--- src/rtl/switch_allocator.sv ---
// Per-output packet-locking round-robin switch allocator for the mesh router.
// Optional watchdog release of stalled locks: define ALLOC_TIMEOUT_EN.
module switch_allocator_lane #(
  parameter int CHANNEL_NUMBER       = 5,
  parameter int CHANNEL_NUMBER_WIDTH = $clog2(CHANNEL_NUMBER),
  parameter int LEN_WIDTH            = 8,
`ifdef ALLOC_TIMEOUT_EN
  parameter int TIMEOUT_CYCLES       = 255,
`endif
  parameter int OUT_IDX              = 0
) (
  input  logic                                     clk,
  input  logic                                     rst_n,
  input  logic [CHANNEL_NUMBER-1:0]                req_valid,
  input  logic [CHANNEL_NUMBER-1:0]                req_is_header,
  input  logic [CHANNEL_NUMBER*CHANNEL_NUMBER_WIDTH-1:0] req_port,
  input  logic [CHANNEL_NUMBER*LEN_WIDTH-1:0]      req_len,
  input  logic [CHANNEL_NUMBER-1:0]                in_granted,
  input  logic                                     out_fire,
  output logic                                     grant_valid,
  output logic [CHANNEL_NUMBER_WIDTH-1:0]          grant_sel
`ifdef ALLOC_TIMEOUT_EN
  ,output logic                                    timeout_err
`endif
);
  localparam int N = CHANNEL_NUMBER;
  localparam int W = CHANNEL_NUMBER_WIDTH;
  localparam logic [W-1:0] MY_PORT = W'(OUT_IDX);
  localparam logic [0:0] IDLE   = 1'b0;
  localparam logic [0:0] LOCKED = 1'b1;

  logic [0:0]           state;
  logic [W-1:0]         ptr;
  logic [LEN_WIDTH-1:0] rem;
  logic [N-1:0]         elig;
  logic                 found;
  logic [W-1:0]         winner;
  logic [W:0]           idx;
  logic [LEN_WIDTH-1:0] win_len;
  logic [W-1:0]         nxt_ptr;

  always_comb begin
    elig = '0;
    for (int i = 0; i < N; i++)
      elig[i] = req_valid[i] & req_is_header[i] & ~in_granted[i] &
                (req_port[i*W +: W] == MY_PORT);
  end

  // search from ptr, wrapping modulo N (N need not be a power of two)
  always_comb begin
    found  = 1'b0;
    winner = '0;
    idx    = '0;
    for (int k = 0; k < N; k++) begin
      idx = {1'b0, ptr} + (W+1)'(k);
      if (idx >= (W+1)'(N)) idx = idx - (W+1)'(N);
      if (!found && elig[idx[W-1:0]]) begin
        found  = 1'b1;
        winner = idx[W-1:0];
      end
    end
  end

  assign win_len     = req_len[winner*LEN_WIDTH +: LEN_WIDTH];
  assign nxt_ptr     = (grant_sel == W'(N-1)) ? '0 : grant_sel + W'(1);
  assign grant_valid = (state == LOCKED);

`ifdef ALLOC_TIMEOUT_EN
  localparam int SW = $clog2(TIMEOUT_CYCLES + 1);
  logic [SW-1:0] stall;
  wire           stall_hit = (stall == SW'(TIMEOUT_CYCLES));

  always_ff @(posedge clk or negedge rst_n)
    if (!rst_n)                           stall <= '0;
    else if (state != LOCKED || out_fire) stall <= '0;
    else if (!stall_hit)                  stall <= stall + SW'(1);
`endif

  always_ff @(posedge clk or negedge rst_n) begin
    if (!rst_n) begin
      state     <= IDLE;
      grant_sel <= '0;
      rem       <= '0;
      ptr       <= '0;
`ifdef ALLOC_TIMEOUT_EN
      timeout_err <= 1'b0;
`endif
    end else begin
`ifdef ALLOC_TIMEOUT_EN
      timeout_err <= 1'b0;
`endif
      case (state)
        IDLE:
          if (found) begin
            state     <= LOCKED;
            grant_sel <= winner;
            rem       <= (win_len == '0) ? LEN_WIDTH'(1) : win_len;
          end
        LOCKED:
          if (out_fire) begin
            if (rem == LEN_WIDTH'(1)) begin
              state <= IDLE;
              ptr   <= nxt_ptr;
            end else begin
              rem <= rem - LEN_WIDTH'(1);
            end
          end
`ifdef ALLOC_TIMEOUT_EN
          else if (stall_hit) begin
            state       <= IDLE;
            ptr         <= nxt_ptr;
            timeout_err <= 1'b1;
          end
`endif
        default: state <= IDLE;
      endcase
    end
  end
endmodule

module switch_allocator #(
  parameter int CHANNEL_NUMBER       = 5,
  parameter int CHANNEL_NUMBER_WIDTH = $clog2(CHANNEL_NUMBER),
  parameter int LEN_WIDTH            = 8,
  parameter int TIMEOUT_CYCLES       = 255
) (
  input  logic                                           clk,
  input  logic                                           rst_n,
  input  logic [CHANNEL_NUMBER-1:0]                      req_valid,
  input  logic [CHANNEL_NUMBER-1:0]                      req_is_header,
  input  logic [CHANNEL_NUMBER*CHANNEL_NUMBER_WIDTH-1:0] req_port,
  input  logic [CHANNEL_NUMBER*LEN_WIDTH-1:0]            req_len,
  input  logic [CHANNEL_NUMBER-1:0]                      out_fire,
  output logic [CHANNEL_NUMBER-1:0]                      grant_valid,
  output logic [CHANNEL_NUMBER*CHANNEL_NUMBER_WIDTH-1:0] grant_sel,
  output logic [CHANNEL_NUMBER-1:0]                      in_granted
`ifdef ALLOC_TIMEOUT_EN
  ,output logic [CHANNEL_NUMBER-1:0]                     timeout_err
`endif
);
  localparam int N = CHANNEL_NUMBER;
  localparam int W = CHANNEL_NUMBER_WIDTH;

  if (TIMEOUT_CYCLES < 1) begin : g_bad_timeout
    $error("TIMEOUT_CYCLES must be at least 1");
  end

  // derived purely from lock registers, so it cannot loop back through eligibility
  always_comb begin
    in_granted = '0;
    for (int o = 0; o < N; o++)
      if (grant_valid[o]) in_granted[grant_sel[o*W +: W]] = 1'b1;
  end

  for (genvar o = 0; o < N; o++) begin : g_out
    switch_allocator_lane #(
      .CHANNEL_NUMBER       (N),
      .CHANNEL_NUMBER_WIDTH (W),
      .LEN_WIDTH            (LEN_WIDTH),
`ifdef ALLOC_TIMEOUT_EN
      .TIMEOUT_CYCLES       (TIMEOUT_CYCLES),
`endif
      .OUT_IDX              (o)
    ) u_lane (
      .clk           (clk),
      .rst_n         (rst_n),
      .req_valid     (req_valid),
      .req_is_header (req_is_header),
      .req_port      (req_port),
      .req_len       (req_len),
      .in_granted    (in_granted),
      .out_fire      (out_fire[o]),
      .grant_valid   (grant_valid[o]),
      .grant_sel     (grant_sel[o*W +: W])
`ifdef ALLOC_TIMEOUT_EN
      ,.timeout_err  (timeout_err[o])
`endif
    );
  end
endmodule

--- config.mk ---
export PLATFORM = sky130hd
export DESIGN_NAME = switch_allocator
export DESIGN_NICKNAME = d
export VERILOG_FILES = /design/src/rtl/switch_allocator.sv
export SDC_FILE = /design/constraint.sdc
export NUM_CORES = 1
export LEC_CHECK = 0
export ABC_AREA = 0
export BUFFER_PORTS_ARGS = -buffer_cell sky130_fd_sc_hd__buf_2
export CAP_MARGIN = 20
export CORE_ASPECT_RATIO = 0.8
export CORE_MARGIN = 2
export CORE_UTILIZATION = 28
export CTS_BUF_LIST = sky130_fd_sc_hd__clkbuf_16
export CTS_CLUSTER_DIAMETER = 40
export DETAILED_ROUTE_END_ITERATION = 10
export GPL_TIMING_DRIVEN = 0
export PLACE_DENSITY_LB_ADDON = 0.05
export SLEW_MARGIN = 20
export SYNTH_ARGS = -nofsm -noshare
export SYNTH_HDL_FRONTEND = slang
export SYNTH_SLANG_ARGS = --single-unit
--- constraint.sdc ---
create_clock -name clk -period 4.5 [get_ports clk]
set_input_delay 0.225 -clock clk [delete_from_list [all_inputs] [get_ports clk]]
set_output_delay 0.225 -clock clk [all_outputs]
set_load 0.005 [all_outputs]
# --- Word level (Yosys, flattened, before mapping) ---
# Index checks and enable logic that the tools add are counted.
# W data, S select, Z words.
op_classes:
  n_addsub: 55
  n_mul: 0
  div_mod_pow: 0
  n_lt_le_gt_ge: 60
  eq_ne: 45
  shifts: 5
  n_mux: 190
  bitwise_logic: 49
  reduce_logical: 70
ops:
  columns: ["operator", "count"]
  rows:
  - ["$shiftx A40 B7 Y8", 5]
  - ["$mux W3", 55]
  - ["$mux W8", 20]
  - ["$lt A3 B4 Y1 const B", 30]
  - ["$ge A4 B3 Y1 const B", 20]
  - ["$pmux W8 S2", 5]
  - ["$bmux W1 S3", 25]
  - ["$sub A3 B3 Y3 const B", 25]
  - ["$mux W1", 70]
  - ["$add A3 B2 Y4 const B", 10]
  - ["$eq A8 B1 Y1 const B", 5]
  - ["$logic_not A8 Y1", 5]
  - ["$sub A8 B1 Y8 const B", 5]
  - ["$and A1 B1 Y1", 35]
  - ["$eq A3 B2 Y1 const B", 10]
  - ["$eq A3 B3 Y1 const B", 10]
  - ["$reduce_and A3 Y1", 10]
  - ["$logic_and A1 B1 Y1", 25]
  - ["$mux W5", 5]
  - ["$add A3 B1 Y4 const B", 5]
  - ["$add A3 B3 Y4 const B", 5]
  - ["$logic_not A1 Y1", 20]
  - ["$ne A2 B2 Y1 const B", 10]
  - ["$or A5 B5 Y5", 4]
  - ["10 further kinds", 55]
word_totals:
  regBits: 75
  latch_bits: 0
  ramBits: 0
  mem_bits_ro: 0
  out_inout_bits: 25
  n_memories: 0

# --- Longest topological paths before layout ---
# Gate-level depths: netlist of run 1.
logic_depth:
  ltp_word: 36
  depth_mapped: 20

# --- Modules after synthesis ---
# From an unflattened synthesis of run 1, not the netlist that was laid out.
hier_totals:
  hier_cells: 1577
  hier_area_um2: 12519.5
modules_own_cells:
  columns: ["module", "instances", "cells_each", "area_each_um2"]
  rows:
  - ["switch_allocator_lane at g_out[1].u_lane ...", 2, 284, 2349.8]
  - ["switch_allocator_lane at g_out[0].u_lane", 1, 341, 2632.5]
  - ["switch_allocator_lane at g_out[4].u_lane", 1, 332, 2529.9]
  - ["switch_allocator_lane at g_out[3].u_lane", 1, 298, 2377.3]
  - ["switch_allocator", 1, 38, 280.3]

# --- Least setup slack after synthesis of run 1 ---
# No wires, ideal clock.
synth_timing:
  kind: "reg2reg"
  start: "register g_out[2].u_lane.ptr[0]"
  end: "register g_out[2].u_lane.rem[1]"
  arrival_time_ns: 4.722
  required_ns: 4.375
  slack_ns: -0.347
  path_stages_with_launch: 19
  n_path_buf: 3
  synth_period_minus_slack_ns: 4.847
  path_cell_list: "dfrtp_1 inv_2 ha_1 inv_1 fa_1 or3_1 and2_4 nand3b_4 a31o_1 or4b_1 buf_4 or4_4 buf_6 nand2_4 buf_6 mux2_2 a221oi_1 mux2i_1 mux2_2"
synth_between:
  elab_chain_len: 22
  word_cells_on_any_way: 54
synth_lines:
  columns: ["item", "line_no", "source"]
  rows:
  - ["start: declaration", "33", "logic [W-1:0] ptr;"]
  - ["start signal: assignment", "103", "ptr <= nxt_ptr;"]
  - ["branches (longest 22 deep; another with $add A3 B1 Y4)", null, null]
  - ["end signal: assignment", "97", "rem <= (win_len == '0) ? LEN_WIDTH'(1) : win_len;"]
  - ["end signal: assignment", "105", "rem <= rem - LEN_WIDTH'(1);"]
  - ["end: declaration", "34", "logic [LEN_WIDTH-1:0] rem;"]
# Several ways; the timed one is not identified. The select of a mux whose other input is x is not followed.
# A chain may end at the register's enable or synchronous reset.

# --- Worst setup path in the final report of run 1 ---
layout_timing:
  start: "register g_out[2].u_lane.state"
  end: "register g_out[2].u_lane.rem[0]"
layout_between:
  elab_chain_len: 28
  word_cells_on_any_way: 58
layout_lines:
  columns: ["item", "line_no", "source"]
  rows:
  - ["start: declaration", "32", "logic [0:0] state;"]
  - ["start signal: assignment", "81", "state <= IDLE;"]
  - ["start signal: assignment", "95", "state <= LOCKED;"]
  - ["start signal: assignment", "102", "state <= IDLE;"]
  - ["$mux W5", "152", "if (grant_valid[o]) in_granted[grant_sel[o*W +: W]] = 1'b1;"]
  - ["$or A5 B5 Y5 (no source line)", null, null]
  - ["$mux W5", "152", null]
  - ["$or A5 B5 Y5 (no source line)", null, null]
  - ["$mux W5", "152", null]
  - ["$not A1 Y1", "45", "elig[i] = req_valid[i] & req_is_header[i] & ~in_granted[i] &"]
  - ["$and A1 B1 Y1 (2 in series)", "45", null]
  - ["$bmux W1 S3", "57", "if (!found && elig[idx[W-1:0]]) begin"]
  - ["[... 11 more ...]", null, null]
  - ["$logic_not A1 Y1", "57", null]
  - ["$logic_and A1 B1 Y1", "57", null]
  - ["$mux W3", "57", null]
  - ["$shiftx A40 B7 Y8", "64", "assign win_len = req_len[winner*LEN_WIDTH +: LEN_WIDTH];"]
  - ["$logic_not A8 Y1", "97", null]
  - ["$mux W8", "97", null]
  - ["$mux W8", "94", "if (found) begin"]
  - ["$pmux W8 S2", "92", "case (state)"]
# Several ways; a longest one is shown, not always the timed one. The select of a mux whose other input is x is not followed.

==> flow_summary.json, run 1 <==
{
  "finalInstanceArea_um2": 15000,
  "area_growth_pct": 31.6,
  "nNetsFinal": 1808,
  "path_class": "flop to flop",
  "synth_xor_area_frac": 0.0216,
  "cp-start-kind": "flop",
  "dpl_cell_area_um2": 12700,
  "synthesis.area_um2": 11400,
  "setup_violations": 4,
  "required_ns": 4.76,
  "ys_types": 104,
  "numCtsBuffers": 9,
  "seq_area_frac_synth": 0.165,
  "yosys.area_share.simple": 0.274,
  "yosysMostFrequentCell": "nand2_1",
  "die_w_um": 229,
  "die_y_um": 184,
  "grt-ovfl-total": 0,
  "grt_start_max_net_pins": 46,
  "violations": "setup timing",
  "rows": 66,
  "path_cells": "nor4b_4 > nor4_1 > nand3_2 > a221oi_2 > a21oi_2 > buf_4 > buf_4 > o311a_1 > o22ai_1 > o211ai_4 > buf_4 > nand2b_1 > inv_1 > a221oi_4 > nand4_1 > o31ai_2",
  "synth_mux_area_frac": 0.135,
  "ant_nets": 0,
  "timing.fmax_mhz": 217,
  "path_buf_inv": 4,
  "dp_slack_ns": -1.11,
  "cts_tree": "built",
  "synth.ff_latch_count": 75,
  "die_area_um2": 42300,
  "synth_warnings": 0,
  "ios": 97,
  "path_depth": 16,
  "drv_slew": 0,
  "start_util": 0.282,
  "leakagePower_nw": 5.99,
  "syn_area_per_cell_um2": 7.71,
  "synthTopCellsByCount": "119 x nand2_1, 109 x mux2i_1, 101 x nor2_1",
  "n_antenna_cell": 0,
  "crit_path_frequent_cell": "buf_4",
  "cp-end-kind": "flop",
  "synth_area_leaders": "dfrtp_1 16%, mux2i_1 9.6%, ha_1 6.5%, o21ai_0 4.1%, nand2_1 3.9%",
  "maxCapViolCount": 0,
  "cts_buffer_depth": 2,
  "cts_root_buf": "clkbuf_16",
  "synth_compound_area_frac": 0.272,
  "outcome": "complete, but fails checks",
  "fin_crit_sh": 1.02,
  "whs_ns": 0.301,
  "cp_max_fo": 8,
  "track_usage": 0.212,
  "fin_util": 0.371,
  "synthFlopType": "dfrtp_1",
  "wl_per_cell_um": 20.9,
  "first_pass_iters": 6,
  "synth_fa_ha_area_frac": 0.0737,
  "maxSlewHeadroom": 0.427,
  "cp_slowest_stage_delay_ns": 0.74,
  "gp_congestion": 0.837,
  "synth_fp_nets": 1612,
  "worstPathArrival_ns": 4.87,
  "clock_latency_ns": 0.36,
  "worst_pin_slew_ns": 0.856,
  "ff2ff_path_depth": 16,
  "fillers": 4226,
  "ys_async_sr_fraction": 1.00,
  "worst_slack_ns": -0.106,
  "clkSlewWorstSetupHoldPaths_ns": 0.07,
  "drive_gt1_frac": 0.307,
  "drc_errors": 0,
  "hold_viol_final": 0,
  "syn_inst": 1476,
  "synth_edf_count": 0,
  "cts_sinks": 75,
  "grt_antenna_before_repair": 3,
  "drt_iter0_markers": 907,
  "r2r_start": "g_out[2].u_lane.grant_valid$_DFF_PN0_",
  "synth_top_cell_area_share": 0.165,
  "htreeDepth": 3,
  "min_from": "out_fire[3]",
  "portBuffers": 96,
  "num_vias": 12600,
  "coreArea_um2": 40400,
  "min_path_type": "input port to flop",
  "grt_pass1_wl_mm": 70.1,
  "hpwl_mm": 35.8,
  "fin_crit_ns": 4.61,
  "crit_slowest_cell": "nor4_1",
  "tns_ns": -0.288,
  "yosysTopAreaCell": "dfrtp_1",
  "grt_pass1_vias": 11600,
  "routed_wl_mm": 46.4,
  "crit_family": "simple AND/OR/NAND/NOR gates",
  "clock_skew_ns": 0.0116,
  "hold_depth": 4,
  "synth_top_family_by_area": "simple AND/OR/NAND/NOR gates",
  "r2r_end": "g_out[2].u_lane.rem[0]$_DFFE_PN0P_",
  "ir_drop_mv": 0.329,
  "r2r_slack_ns": -0.11,
  "p_per_area_nw_per_um2": 561,
  "rsz0062_at_grt": "yes",
  "min_to": "g_out[3].u_lane.ptr[1]$_DFFE_PN0P_",
  "via_per_inst": 5.68
}
## cells by family (layout without fill, tap and decap cells)
group,count (synthesis),in the layout
simple gates,563,563
buf+inv,157,358
fa+ha+maj,64,64
flops,75,75
compound gates,443,443
mux,146,146
xor+xnor,28,28
## cell type report
cell class / instances / area [um2] / share of cell area
repair buffers: 195 / 1320 / 0.0881
flip-flops and latches: 75 / 1900 / 0.127
well taps: 544 / 681 / 0.0455
plain buffers: 64 / 403 / 0.0269
clock buffers: 9 / 225 / 0.0150
clock inverters: 7 / 124 / 0.00827
multi-input cells: 1244 / 9960 / 0.665
inverters: 83 / 352 / 0.0235
## where the power goes
| part | switching [mW] | internal [mW] | leakage (nW) |
|---|---|---|---|
| clock | 0.353 | 0.548 | 0.167 |
| sequential | 0.234 | 0.832 | 0.859 |
| combinational | 3.55 | 2.89 | 4.96 |
| total | 4.14 | 4.27 | 5.99 |
## what timing repair did
action	4_1_cts	5_1_grt
pin swaps	28	53
endpoints found under the setup margin	49	39
hold endpoints to repair	30	0
hold buffers	1	0
gates resized for setup	142	133
cloned	0	0
buffers inserted	44	52
## how the worst max path moves through the flow
stage          slack [ns]                                startpoint                                  to
3_5_place_dp        -1.11  g_out[4].u_lane.grant_sel[0]$_DFFE_PN0P_  g_out[3].u_lane.rem[0]$_DFFE_PN0P_
2_1_floorplan       0.009        g_out[2].u_lane.ptr[0]$_DFFE_PN0P_  g_out[2].u_lane.rem[1]$_DFFE_PN0P_
4_1_cts             -0.07        g_out[2].u_lane.ptr[0]$_DFFE_PN0P_  g_out[2].u_lane.rem[0]$_DFFE_PN0P_
6_report            -0.11     g_out[2].u_lane.grant_valid$_DFF_PN0_  g_out[2].u_lane.rem[0]$_DFFE_PN0P_
3_3_place_gp        -1.23  g_out[4].u_lane.grant_sel[0]$_DFFE_PN0P_  g_out[3].u_lane.rem[0]$_DFFE_PN0P_
5_1_grt             -0.26     g_out[2].u_lane.grant_valid$_DFF_PN0_  g_out[2].u_lane.rem[0]$_DFFE_PN0P_
## stage by stage
stage               std cells  power (mW)
floorplan                1476        4.54
global placement         2116        5.91
detailed placement       2118        5.94
CTS                      2174        7.48
global route             2221        8.99
finish                   2221        8.40
## tightest hold or removal path, stage by stage
cell     delay, ns
buf_2         0.09
nand2_1       0.14
nand2_1       0.10
o21ai_0       0.07
## state kept, by name, indices dropped and copies added, names as in the netlist
name                      count
g_out.u_lane.ptr             15
g_out.u_lane.rem             40
g_out.u_lane.grant_valid      5
g_out.u_lane.grant_sel       15
## placed cells by master (no fill, tap or decap), types with 11 or more instances in the layout
| cell type | instances |
|---|---|
| inv_1 | 70 |
| o211ai_1 | 22 |
| nand4_1 | 19 |
| nor2b_1 | 23 |
| mux2i_1 | 102 |
| dfrtp_2 | 22 |
| nand2b_1 | 22 |
| buf_6 | 11 |
| o21a_1 | 14 |
| buf_4 | 100 |
| o21ai_0 | 88 |
| a31oi_1 | 16 |
| nand2_1 | 118 |
| a211oi_1 | 11 |
| xnor2_1 | 18 |
| nor4_1 | 14 |
| o22ai_1 | 18 |
| nor2_1 | 98 |
| a21o_1 | 16 |
| o221ai_1 | 11 |
| ha_1 | 49 |
| a21oi_2 | 11 |
| and3_1 | 14 |
| nor3_1 | 41 |
| clkbuf_1 | 21 |
| dfrtp_1 | 53 |
| a21oi_1 | 74 |
| or3_1 | 15 |
| nand3_1 | 60 |
| mux2_2 | 29 |
| buf_2 | 103 |
| nor3b_1 | 12 |
## layer usage
metal	wire, um	GRT usage
met1	22900	0.309
met2	20800	0.338
met3	2090	0.0235
met4	636	0.0410
met5	0	0
(Power assumes the default switching activity.)
==> run 2: changes to the inputs <==
- REMOVE_ABC_BUFFERS: not set -> 1
==> flow_summary.json, run 2 (same netlist as run 1, synthesis figures left out) <==
{
  "top_register": "g_out.u_lane.rem",
  "hpwl_mm": 32.7,
  "worst_slack_ns": -0.0259,
  "use_met3": 0.0317,
  "grt_antenna_before_repair": 1,
  "routed_wl_mm": 45.3,
  "setup_violations": 1,
  "die_w_um": 229,
  "reg_top3": "g_out.u_lane.rem x40, g_out.u_lane.grant_sel x15, g_out.u_lane.ptr x15",
  "start_util": 0.282,
  "cts_sinks": 75,
  "largest_reg_flops": 40,
  "clock_latency_ns": 0.37,
  "p_total_mw": 8.26,
  "ant_nets": 0,
  "cts_root_buf": "clkbuf_16",
  "grt_use_met1": 0.291,
  "worstPathArrival_ns": 4.80,
  "required_ns": 4.77,
  "ff2ff_path_depth": 16,
  "n_antenna_cell": 0,
  "grt_pass1_vias": 11300,
  "grt_busiest_layer": "met2",
  "p_per_area_nw_per_um2": 559,
  "grt-ovfl-total": 0,
  "maxCapViolCount": 0,
  "gp_congestion": 0.843,
  "numCtsBuffers": 9,
  "cp_max_fo": 7,
  "outcome": "complete, but fails checks",
  "wl_per_cell_um": 20.7,
  "via_per_inst": 5.59,
  "portBuffers": 96,
  "drv_slew": 0,
  "drt_iter0_markers": 835,
  "maxSlewHeadroom": 0.460,
  "violations": "setup timing",
  "rsz0062_at_grt": "yes",
  "ir_drop_mv": 0.263,
  "die_y_um": 184,
  "ios": 97,
  "cp-start-kind": "flop",
  "drive_gt1_frac": 0.310,
  "final_common_cell": "nand2_1",
  "timing.fmax_mhz": 221,
  "rows": 66,
  "fin_crit_ns": 4.53,
  "nNetsFinal": 1772,
  "hold_viol_final": 0,
  "min_path_type": "input port to flop",
  "use_met2": 0.325,
  "dpl_cell_area_um2": 12300,
  "drc_errors": 0,
  "hold_depth": 4,
  "finalInstanceArea_um2": 14800,
  "final_cell_mix": "117 x nand2_1, 111 x buf_4, 102 x mux2i_1, 98 x nor2_1, 95 x buf_2",
  "worst_pin_slew_ns": 0.798,
  "track_usage": 0.205,
  "coreArea_um2": 40400,
  "first_pass_iters": 5,
  "leakagePower_nw": 5.84,
  "htreeDepth": 3,
  "clkSlewWorstSetupHoldPaths_ns": 0.07,
  "num_vias": 12200,
  "cts_buffer_depth": 2,
  "fin_crit_sh": 1.01,
  "grt_start_max_net_pins": 51,
  "cp-end-kind": "flop",
  "die_area_um2": 42300,
  "cts_tree": "built",
  "area_growth_pct": 29.9,
  "clock_skew_ns": 0.0109,
  "grt_pass1_wl_mm": 67.4,
  "path_class": "flop to flop"
}
[run 2: changes by cell type in the layout (fill, tap and decap cells not counted), moves of 4 or more]
| cell | before | now |
|---|---|---|
| clkbuf_1 | 21 | 0 |
| buf_4 | 100 | 111 |
| clkbuf_2 | 10 | 0 |
| dfrtp_4 | 0 | 9 |
| buf_2 | 103 | 95 |
| dfrtp_2 | 22 | 16 |
| o21ai_1 | 4 | 10 |
| ha_1 | 49 | 44 |
| o21ai_0 | 88 | 83 |
| a221oi_1 | 10 | 14 |
| a221oi_2 | 7 | 3 |
| o221ai_1 | 11 | 7 |
| xnor2_1 | 18 | 22 |
[run 2: per-stage QoR]
stage | setup TNS [ns] | utilization | hold WS, ns | worst slack [ns] | instances
final | -0.0259 | 0.366 | 0.295 | -0.0259 | 2185
after global routing | -0.391 | 0.366 | 0.329 | -0.152 | 2185
after CTS | -0.0835 | 0.341 | 0.277 | -0.0835 | 2121
after detailed placement | -43.43 | 0.305 | 0.196 | -1.53 | 2051
after global placement | -104.54 | 0.302 | 0.499 | -4.20 | 2042
after floorplan | -18.96 | - | -0.0706 | -1.62 | 1402
[run 2: worst paths after layout]
path / slack (ns) / end / from
setup reg to reg: -0.03 / g_out[2].u_lane.rem[0]$_DFFE_PN0P_ / g_out[2].u_lane.ptr[0]$_DFFE_PN0P_
max in group asynchronous: 3.51 / g_out[1].u_lane.grant_valid$_DFF_PN0_ / rst_n
setup / recovery: -0.03 / g_out[2].u_lane.rem[0]$_DFFE_PN0P_ / g_out[2].u_lane.ptr[0]$_DFFE_PN0P_
min in group asynchronous: 0.34 / g_out[3].u_lane.rem[7]$_DFFE_PN0P_ / rst_n
hold reg to reg: 0.52 / g_out[3].u_lane.rem[1]$_DFFE_PN0P_ / g_out[3].u_lane.rem[1]$_DFFE_PN0P_
hold / removal: 0.29 / g_out[3].u_lane.ptr[2]$_DFFE_PN0P_ / out_fire[3]
[run 2: what timing repair did]
action | 4_1_cts | 5_1_grt
setup buffers | 53 | 62
setup endpoints to repair | 54 | 38
cloned | 1 | 2
gates resized for setup | 144 | 120
pin swaps | 32 | 34
endpoints found under the hold margin | 25 | 0
hold buffers | 1 | 0
[run 2: layout make-up]
type / count / area (um2)
inverter: 83 / 350
clock inverter: 7 / 91.3
timing repair buffer: 221 / 1540
sequential: 75 / 1930
fill: 4225 / 25600
tap: 544 / 681
multi-input combinational: 1246 / 9960
clock buffer: 9 / 225
[run 2: worst max-delay path, stage by stage, from the launching register on]
cell and delay [ns]:
dfrtp_4 0.51, clkinv_4 0.07, ha_4 0.13, inv_2 0.04, fa_2 0.39, or3_4 0.35, and2_4 0.18, nand3b_4 0.15
a31o_4 0.23, or4b_4 0.54, or4_4 0.52, o211ai_4 0.15, mux2i_1 0.23, mux2_4 0.19, o21ai_4 0.06, or4_4 0.51
o31ai_2 0.18
[run 2: power breakdown]
group / switching (mW) / total, mW / internal, mW / leakage (nW)
sequential: 0.308 / 1.15 / 0.838 / 0.860
combinational: 3.46 / 6.30 / 2.84 / 4.82
clock: 0.333 / 0.817 / 0.485 / 0.157
[run 2: layer usage]
layer | vias up | wire length [um]
met4 | 0 | 728
met3 | 39 | 1720
met1 | 5977 | 22200
met2 | 239 | 20600
li1 | 5967 | -
met5 | - | 0
